$ cat config.mk
export PLATFORM = sky130hd
export DESIGN_NAME = imem_loader
export DESIGN_NICKNAME = d
export VERILOG_FILES = /design/src/rtl/imem_loader.sv
export SDC_FILE = /design/constraint.sdc
export NUM_CORES = 1
export LEC_CHECK = 0
export CORE_MARGIN = 1.5
export CORE_UTILIZATION = 30
export CTS_CLUSTER_DIAMETER = 150
export DETAILED_ROUTE_END_ITERATION = 10
export PLACE_DENSITY = 0.63
export SYNTH_ARGS = -nofsm -noshare
export SYNTH_HDL_FRONTEND = slang
export SYNTH_SLANG_ARGS = --single-unit
$ cat constraint.sdc
create_clock -name i_clk -period 3.06 [get_ports i_clk]
set_input_delay 0.306 -clock i_clk [delete_from_list [all_inputs] [get_ports i_clk]]
set_output_delay 0.306 -clock i_clk [all_outputs]
set_load 0.01 [all_outputs]
$ cat src/rtl/imem_loader.sv
// Byte-stream instruction-memory loader: assembles big-endian words from a byte
// handshake and issues one write per word until a halt word or capacity is hit.
module imem_loader #(
    parameter int unsigned        NB_DATA   = 32,
    parameter int unsigned        MEM_SIZEB = 128,
    parameter logic [NB_DATA-1:0] HALT_WORD = 32'hFFFF_FFFF
) (
    input  logic               i_clk,
    input  logic               i_rst_n,
    input  logic               i_start,
    input  logic               i_byte_valid,
    input  logic [7:0]         i_byte,
    output logic               o_byte_ready,
    output logic               o_en_write,
    output logic [NB_DATA-1:0] o_addr,
    output logic [NB_DATA-1:0] o_data,
    output logic               o_busy,
    output logic               o_done,
    output logic               o_full,
    output logic [NB_DATA-1:0] o_word_count
);

    localparam logic [NB_DATA-1:0] One      = NB_DATA'(1);
    localparam logic [NB_DATA-1:0] MemWords = NB_DATA'(MEM_SIZEB);

    typedef enum logic [1:0] {StIdle, StRecv, StWrite, StDone} state_e;

    state_e             state_q, state_d;
    logic [1:0]         byte_idx_q;
    logic [NB_DATA-1:0] addr_q;
    logic [NB_DATA-1:0] data_q;
    logic [NB_DATA-1:0] word_count_q;
    logic [NB_DATA-1:0] word_count_inc;
    logic               full_q;
    logic               byte_accept;
    logic               is_halt;
    logic               is_last;
    logic               start_session;

    assign byte_accept    = i_byte_valid && (state_q == StRecv);
    assign word_count_inc = word_count_q + One;
    assign is_halt        = (data_q == HALT_WORD);
    assign is_last        = (word_count_inc == MemWords);
    assign start_session  = i_start && ((state_q == StIdle) || (state_q == StDone));

    always_ff @(posedge i_clk) begin
        if (!i_rst_n) begin
            state_q <= StIdle;
        end else begin
            state_q <= state_d;
        end
    end

    always_comb begin
        state_d = state_q;
        unique case (state_q)
            StIdle:  if (i_start) state_d = StRecv;
            StRecv:  if (byte_accept && (byte_idx_q == 2'd3)) state_d = StWrite;
            // Halt is checked first so a halt word in the last slot is not flagged full.
            StWrite: begin
                if (is_halt || is_last) state_d = StDone;
                else                    state_d = StRecv;
            end
            StDone:  if (i_start) state_d = StRecv;
            default: state_d = StIdle;
        endcase
    end

    always_comb begin
        o_byte_ready = (state_q == StRecv);
        o_en_write   = (state_q == StWrite);
        o_busy       = (state_q == StRecv) || (state_q == StWrite);
        o_done       = (state_q == StDone);
    end

    always_ff @(posedge i_clk) begin
        if (!i_rst_n) begin
            byte_idx_q   <= 2'd0;
            addr_q       <= '0;
            data_q       <= '0;
            word_count_q <= '0;
            full_q       <= 1'b0;
        end else begin
            if (start_session) begin
                byte_idx_q   <= 2'd0;
                addr_q       <= '0;
                word_count_q <= '0;
                full_q       <= 1'b0;
            end
            if (byte_accept) begin
                data_q[(NB_DATA - 8) - 8 * int'(byte_idx_q) +: 8] <= i_byte;
                byte_idx_q <= byte_idx_q + 2'd1;
            end
            if (state_q == StWrite) begin
                addr_q       <= addr_q + One;
                word_count_q <= word_count_inc;
                if (!is_halt && is_last) full_q <= 1'b1;
            end
        end
    end

    assign o_addr       = addr_q;
    assign o_data       = data_q;
    assign o_full       = full_q;
    assign o_word_count = word_count_q;

endmodule
==> results.toml, run 1 <==
[setup_path]
worst-setup-path-type = "reg -> reg"
cp_slowest_cell = "dfxtp_1"
worstPathArrival_ps = 2740
crit_path_end_kind = "flop"
worstPathCellList = "ha_1 -> and3_1 -> and4_4 -> nand4_2 -> or2_2 -> a221oi_2 -> nand4_1 -> o21ai_1"
cp-start-kind = "flop"
critPathMaxFanout = 6
cpPeakStageDelay_ps = 430
worstPathRequired_ps = 3350

[power_and_ir_drop]
powerDensity_nw_per_um2 = 486.2
vdd.ir_drop.worst_mv = 0.2817
power_leakage_nw = 2.306

[logic_synthesis]
synth_nets = 666
synth_simple_gate_area_share = 0.3140
synth_warnings = 0
synth_compound_area_frac = 0.1836
synth_fa_ha_area_frac = 0.02667
synth_top_family_by_area = "simple AND/OR/NAND/NOR gates"
yosys.cell_types.count = 56
synth_area_um2 = 5160
synth_area_per_cell_um2 = 8.025
synth_ff_type = "dfxtp_1"
ys_seq_elements = 101
synth_xor_area_frac = 0.02037
synth-seq-area-share = 0.3919
synthMuxAreaShare = 0.02958
synth-edff-count = 0
syn-instance-count = 643
async_flop_share = 0

[final_layout]
final_core_util = 0.4082
drive_gt1_frac = 0.07610
finalNetCount = 767
area_delta_synth_final_pct = 32.13
fillers = 1704
antenna_cells = 0
seqCellArea_um2 = 2022
multi_input_area_um2 = 2963
fin_cells = 969

[clock_network]
h-tree-depth = 3
clk_pin_slew_ps = 80
postCtsHoldBufs = 0
cts_resized = 0
postCtsSetupRepairBufs = 0
cts_made_buffers = 9
clk_path_buf_depth = 2
cts-root-buf = "clkbuf_16"
cts_tree = "done"
clk-insertion-delay-late_ps = 360
clkSinkCount = 101

[sta]
slew_viol_final = 0
maxSlewHeadroom = 0.4728
fin_crit_sh = 0.8009
finalSetupViolations = 0
grt_setup_unrepaired = "false"
fmax_mhz = 408.0
hold_slack_ps = 469.6
tns_ps = 0
worst_pin_slew_ps = 788.6
finClkSkew_ps = 7.986
hold_viol_final = 0
min_period_ps = 2451

[placement]
hpwl_um = 10480
dpl.cell_count = 953
gp_congestion = 0.8046
io_buffers = 112

[floorplan]
rows = 47
num_io_pins = 113
die_h_um = 134.2
initial_core_util = 0.3090
core_um2 = 16700
die_width_um = 134.2
dieArea_um2 = 18000

[global_routing]
grt.overflow.total = 0
grt_util_all_layers = 0.1679
gr-usage-met3 = 0.03099
grt_max_degree = 44
grt_first_pass_wirelength_um = 24210
first_global_vias = 4547
antenna_found_initial = 0
busiest_layer = "met2"
grt_use_met1 = 0.2352
met2_usage = 0.2543

[drt]
initialDrtViolationCount = 414
vias_per_cell = 5.314
drc_errors = 0
num_vias = 5149
antenna_left = 0
first_pass_iters = 5
avgRoutedWirePerCell_um = 15.67
drt-total-wl_um = 15190

[outcome]
status = "completed"

[job]
max_cap_viol_count = 0

[min_path]
holdCritPathClass = "reg -> reg"
==> flip-flops by register name, indices dropped and copies added, names as in the netlist <==
name          cells
byte_idx_q        2
o_addr           32
o_data           32
o_full            1
o_word_count     32
state_q           2
==> Yosys cell counts, types with 2 or more instances <==
cell      count  area, µm²
a21oi_1      52      260.3
a31oi_1       3      18.77
o211ai_1     11      82.58
nand4_2       2      25.02
mux2_2        9      101.4
a311oi_1      2      17.52
nor3b_1       2      15.01
clkbuf_1     25      93.84
o21a_1        6      45.04
a211oi_1      5      37.54
o21ai_0      18      90.09
a22oi_1      35      262.8
or4_1         3      22.52
o21ai_1       2      10.01
nor2_1       82      307.8
and2_1        7      43.79
and3_1       14      87.58
a21o_1        2      15.01
nand2_1      74      277.8
nand3_1      35      175.2
xor2_1        5      43.79
buf_1         4      15.01
xnor2_1       7      61.31
nand4b_1      2      17.52
or2_2         8      50.05
nor4_4        2      42.54
nor4_1        7      43.79
nand4_1      22      137.6
buf_2         2      10.01
nor3_1       18      90.09
nor4_2        2      25.02
a41o_1        2      20.02
dfxtp_1     101       2022
or3_1        19      118.9
mux2i_1       4      40.04
and4_1        7      61.31
ha_1         11      137.6
inv_1        13      48.80
==> worst paths after layout <==
path,start,to,slack (ps),depth (start not counted)
worst max-delay path,o_word_count[0],state_q[1],610,8
worst min-delay path,o_full,o_full,470,2
worst max register to register,o_word_count[0],state_q[1],610,8
worst min register to register,o_full,o_full,470,2
==> logic make-up (layout without fill, tap and decap cells) <==
group,Yosys count,after routing
muxes,14,14
adders and majority gates,11,11
DFF,101,101
xor gates and xnor gates,12,12
and+or+nand+nor,313,313
AOI/OAI and AO/OA,147,147
buffers and inverters,45,151
==> layout by cell type (no fill, tap or decap), types with 11 or more instances in the layout <==
cell type	count
o211ai_1	11
a21oi_1	52
nor2_1	82
o21ai_0	18
nand2_1	74
nand4_1	22
clkdlybuf4s50_1	112
nand3_1	35
dfxtp_1	101
ha_1	11
nor3_1	18
inv_1	12
or3_1	19
and3_1	14
a22oi_1	35
==> worst max-delay path: cells and delay by family, from the launching register on <==
| kind | cells | cell delay (ps) |
|---|---|---|
| simple gates | 5 | 1270 |
| flops | 1 | 430 |
| compound gates | 2 | 410 |
| fa+ha+maj | 1 | 260 |
==> report_power, final <==
group          leakage, nW  total [W]  internal (W)  switching, W
clock                0.145    0.00117      0.000582      0.000588
combinational         1.35   0.000752      0.000253      0.000500
sequential           0.814    0.00139       0.00135     0.0000445
==> per-layer routing <==
layer / wire, µm / part of all wire
met1: 7401 / 0.49
met2: 6853 / 0.45
met3: 706 / 0.046
met4: 223 / 0.015
met5: 0 / 0
==> cell type report <==
type                       count  area share
clock buffer                   9     0.03303
clock inverter                 7     0.01101
inverter                      13    0.007157
multi-input combinational    497      0.4346
sequential                   101      0.2966
tap                          220     0.04037
timing repair buffer         122      0.1773
==> through the flow <==
step	setup WS, ps	instance area (µm²)	power [W]
floorplan	885.2	5160	0.001873
global placement	616.9	6518	0.002169
detailed placement	620.6	6518	0.002171
CTS	601.2	6818	0.003351
global route	343.6	6818	0.003489
finish	609.1	6818	0.003315
Power figures use the tool's default switching activity.
==> inputs of run 2 (changes only) <==
- PLACE_DENSITY: 0.63 -> 0.65
- clock period: 3.06 -> 2.2 ns (I/O delays scaled with it)
==> results.toml, run 2 (same netlist as run 1, synthesis figures left out) <==
[floorplan]
initial_core_util = 0.3090
core_um2 = 16700
rows = 47
dieArea_um2 = 18000
num_io_pins = 113
die_h_um = 134.2
die_width_um = 134.2

[sta]
hold_viol_final = 0
slew_viol_final = 0
maxSlewHeadroom = 0.6235
worst_pin_slew_ps = 563.9
hold_slack_ps = 474.2
finClkSkew_ps = 11.01
finalSetupViolations = 0
min_period_ps = 2137
fin_crit_sh = 0.9713
fmax_mhz = 468.0
grt_setup_unrepaired = "true"

[final_layout]
fillers = 1712
final_cell_mix = "112 x clkdlybuf4s50_1, 90 x dfxtp_1, 82 x nor2_1"
drive_gt1_frac = 0.1832
area_delta_synth_final_pct = 44.79
finalNetCount = 837
antenna_cells = 0
final_common_cell = "clkdlybuf4s50_1"

[drt]
antenna_left = 0
first_pass_iters = 4
avgRoutedWirePerCell_um = 15.20
drt-total-wl_um = 15790
num_vias = 5411
initialDrtViolationCount = 342
vias_per_cell = 5.208
drc_errors = 0

[setup_path]
rrSetupSlack_ps = 60
cp_top_family = "simple AND/OR/NAND/NOR gates"
cp_slowest_cell = "or4_4"
worstPathArrival_ps = 2380
crit_path_end_kind = "flop"
critPathMaxFanout = 5
worstPathRequired_ps = 2450
critPathMostFrequentCell = "nand4_1"
cp-start-kind = "flop"
critPathBufInv = 1
worst-setup-path-type = "reg -> reg"
cpPeakStageDelay_ps = 630
worstPathCellList = "nand4_1 -> or4_4 -> buf_6 -> or3_1 -> o211ai_1 -> nor4_2 -> nand4_1 -> o21ai_1"

[clock_network]
cts_made_buffers = 9
postCtsHoldBufs = 0
cts_tree = "done"
clk_path_buf_depth = 2
clk_pin_slew_ps = 70
cts-root-buf = "clkbuf_16"
clkSinkCount = 101
clk-insertion-delay-late_ps = 360
h-tree-depth = 3

[power_and_ir_drop]
power_leakage_nw = 2.712
vdd.ir_drop.worst_mv = 0.3632
p_total_w = 0.004704
powerDensity_nw_per_um2 = 629.6

[placement]
gp_congestion = 0.8564
hpwl_um = 11380
io_buffers = 112

[global_routing]
antenna_found_initial = 0
grt_util_all_layers = 0.1742
grt_first_pass_wirelength_um = 25270
grt_max_degree = 48
first_global_vias = 4944
grt.overflow.total = 0

[outcome]
status = "completed"

[job]
max_cap_viol_count = 0

[min_path]
holdCritPathClass = "reg -> reg"
[run 2: changes by cell type in the layout (fill, tap and decap cells not counted), sizes merged]
cell	previous run	this run
buf	10	80
clkinvlp	1	0
inv	17	18
[run 2: final cells by class]
cell class	count	area, µm²	area share
multi-input cells	497	3052	0.4085
inverters	13	48.80	0.006532
well taps	220	275.3	0.03684
repair buffers	192	1738	0.2326
clock buffers	9	225.2	0.03015
flip-flops and latches	101	2048	0.2742
clock inverters	7	83.83	0.01122
[run 2: what timing repair did]
item | in CTS | in global routing
endpoints found under the setup margin | 2 | 14
pin swaps | 0 | 15
setup buffers | 0 | 7
resized for setup | 6 | 30
[run 2: worst paths after layout]
path,depth (start not counted),from,endpoint
hold reg to reg,2,o_full,o_full
setup / recovery,8,o_word_count[11],state_q[1]
setup reg to reg,8,o_word_count[11],state_q[1]
hold / removal,2,o_full,o_full
[run 2: tightest hold or removal path: stages (launching register included)]
cell	delay [ps]
dfxtp_1	320
nand3_1	60
o21ai_1	50
[run 2: metal layers]
layer	track usage	wire length, µm
met5	0	0
met2	0.2632	6910
met1	0.2444	7808
met3	0.04044	812
met4	0.05795	259
[run 2: report_power, final]
part	switching (W)	total, W	internal (W)	leakage (nW)
combinational	0.000721	0.00114	0.000417	1.74
clock	0.000826	0.00165	0.000820	0.152
sequential	0.0000488	0.00192	0.00187	0.821
total	0.00159	0.00470	0.00311	2.71
[run 2: per-stage QoR]
stage                     cell area [µm²]  utilization  instances  TNS (ps)  worst slack, ps
after floorplan                      5160            -        643         0            25.20
after global placement               6990       0.4186       1016         0            48.48
after detailed placement             6990       0.4186       1016    -31.91           -17.71
after CTS                            7307       0.4375       1032         0            17.41
after global routing                 7471       0.4473       1039    -110.4           -59.05
final                                7471       0.4473       1039         0            63.04
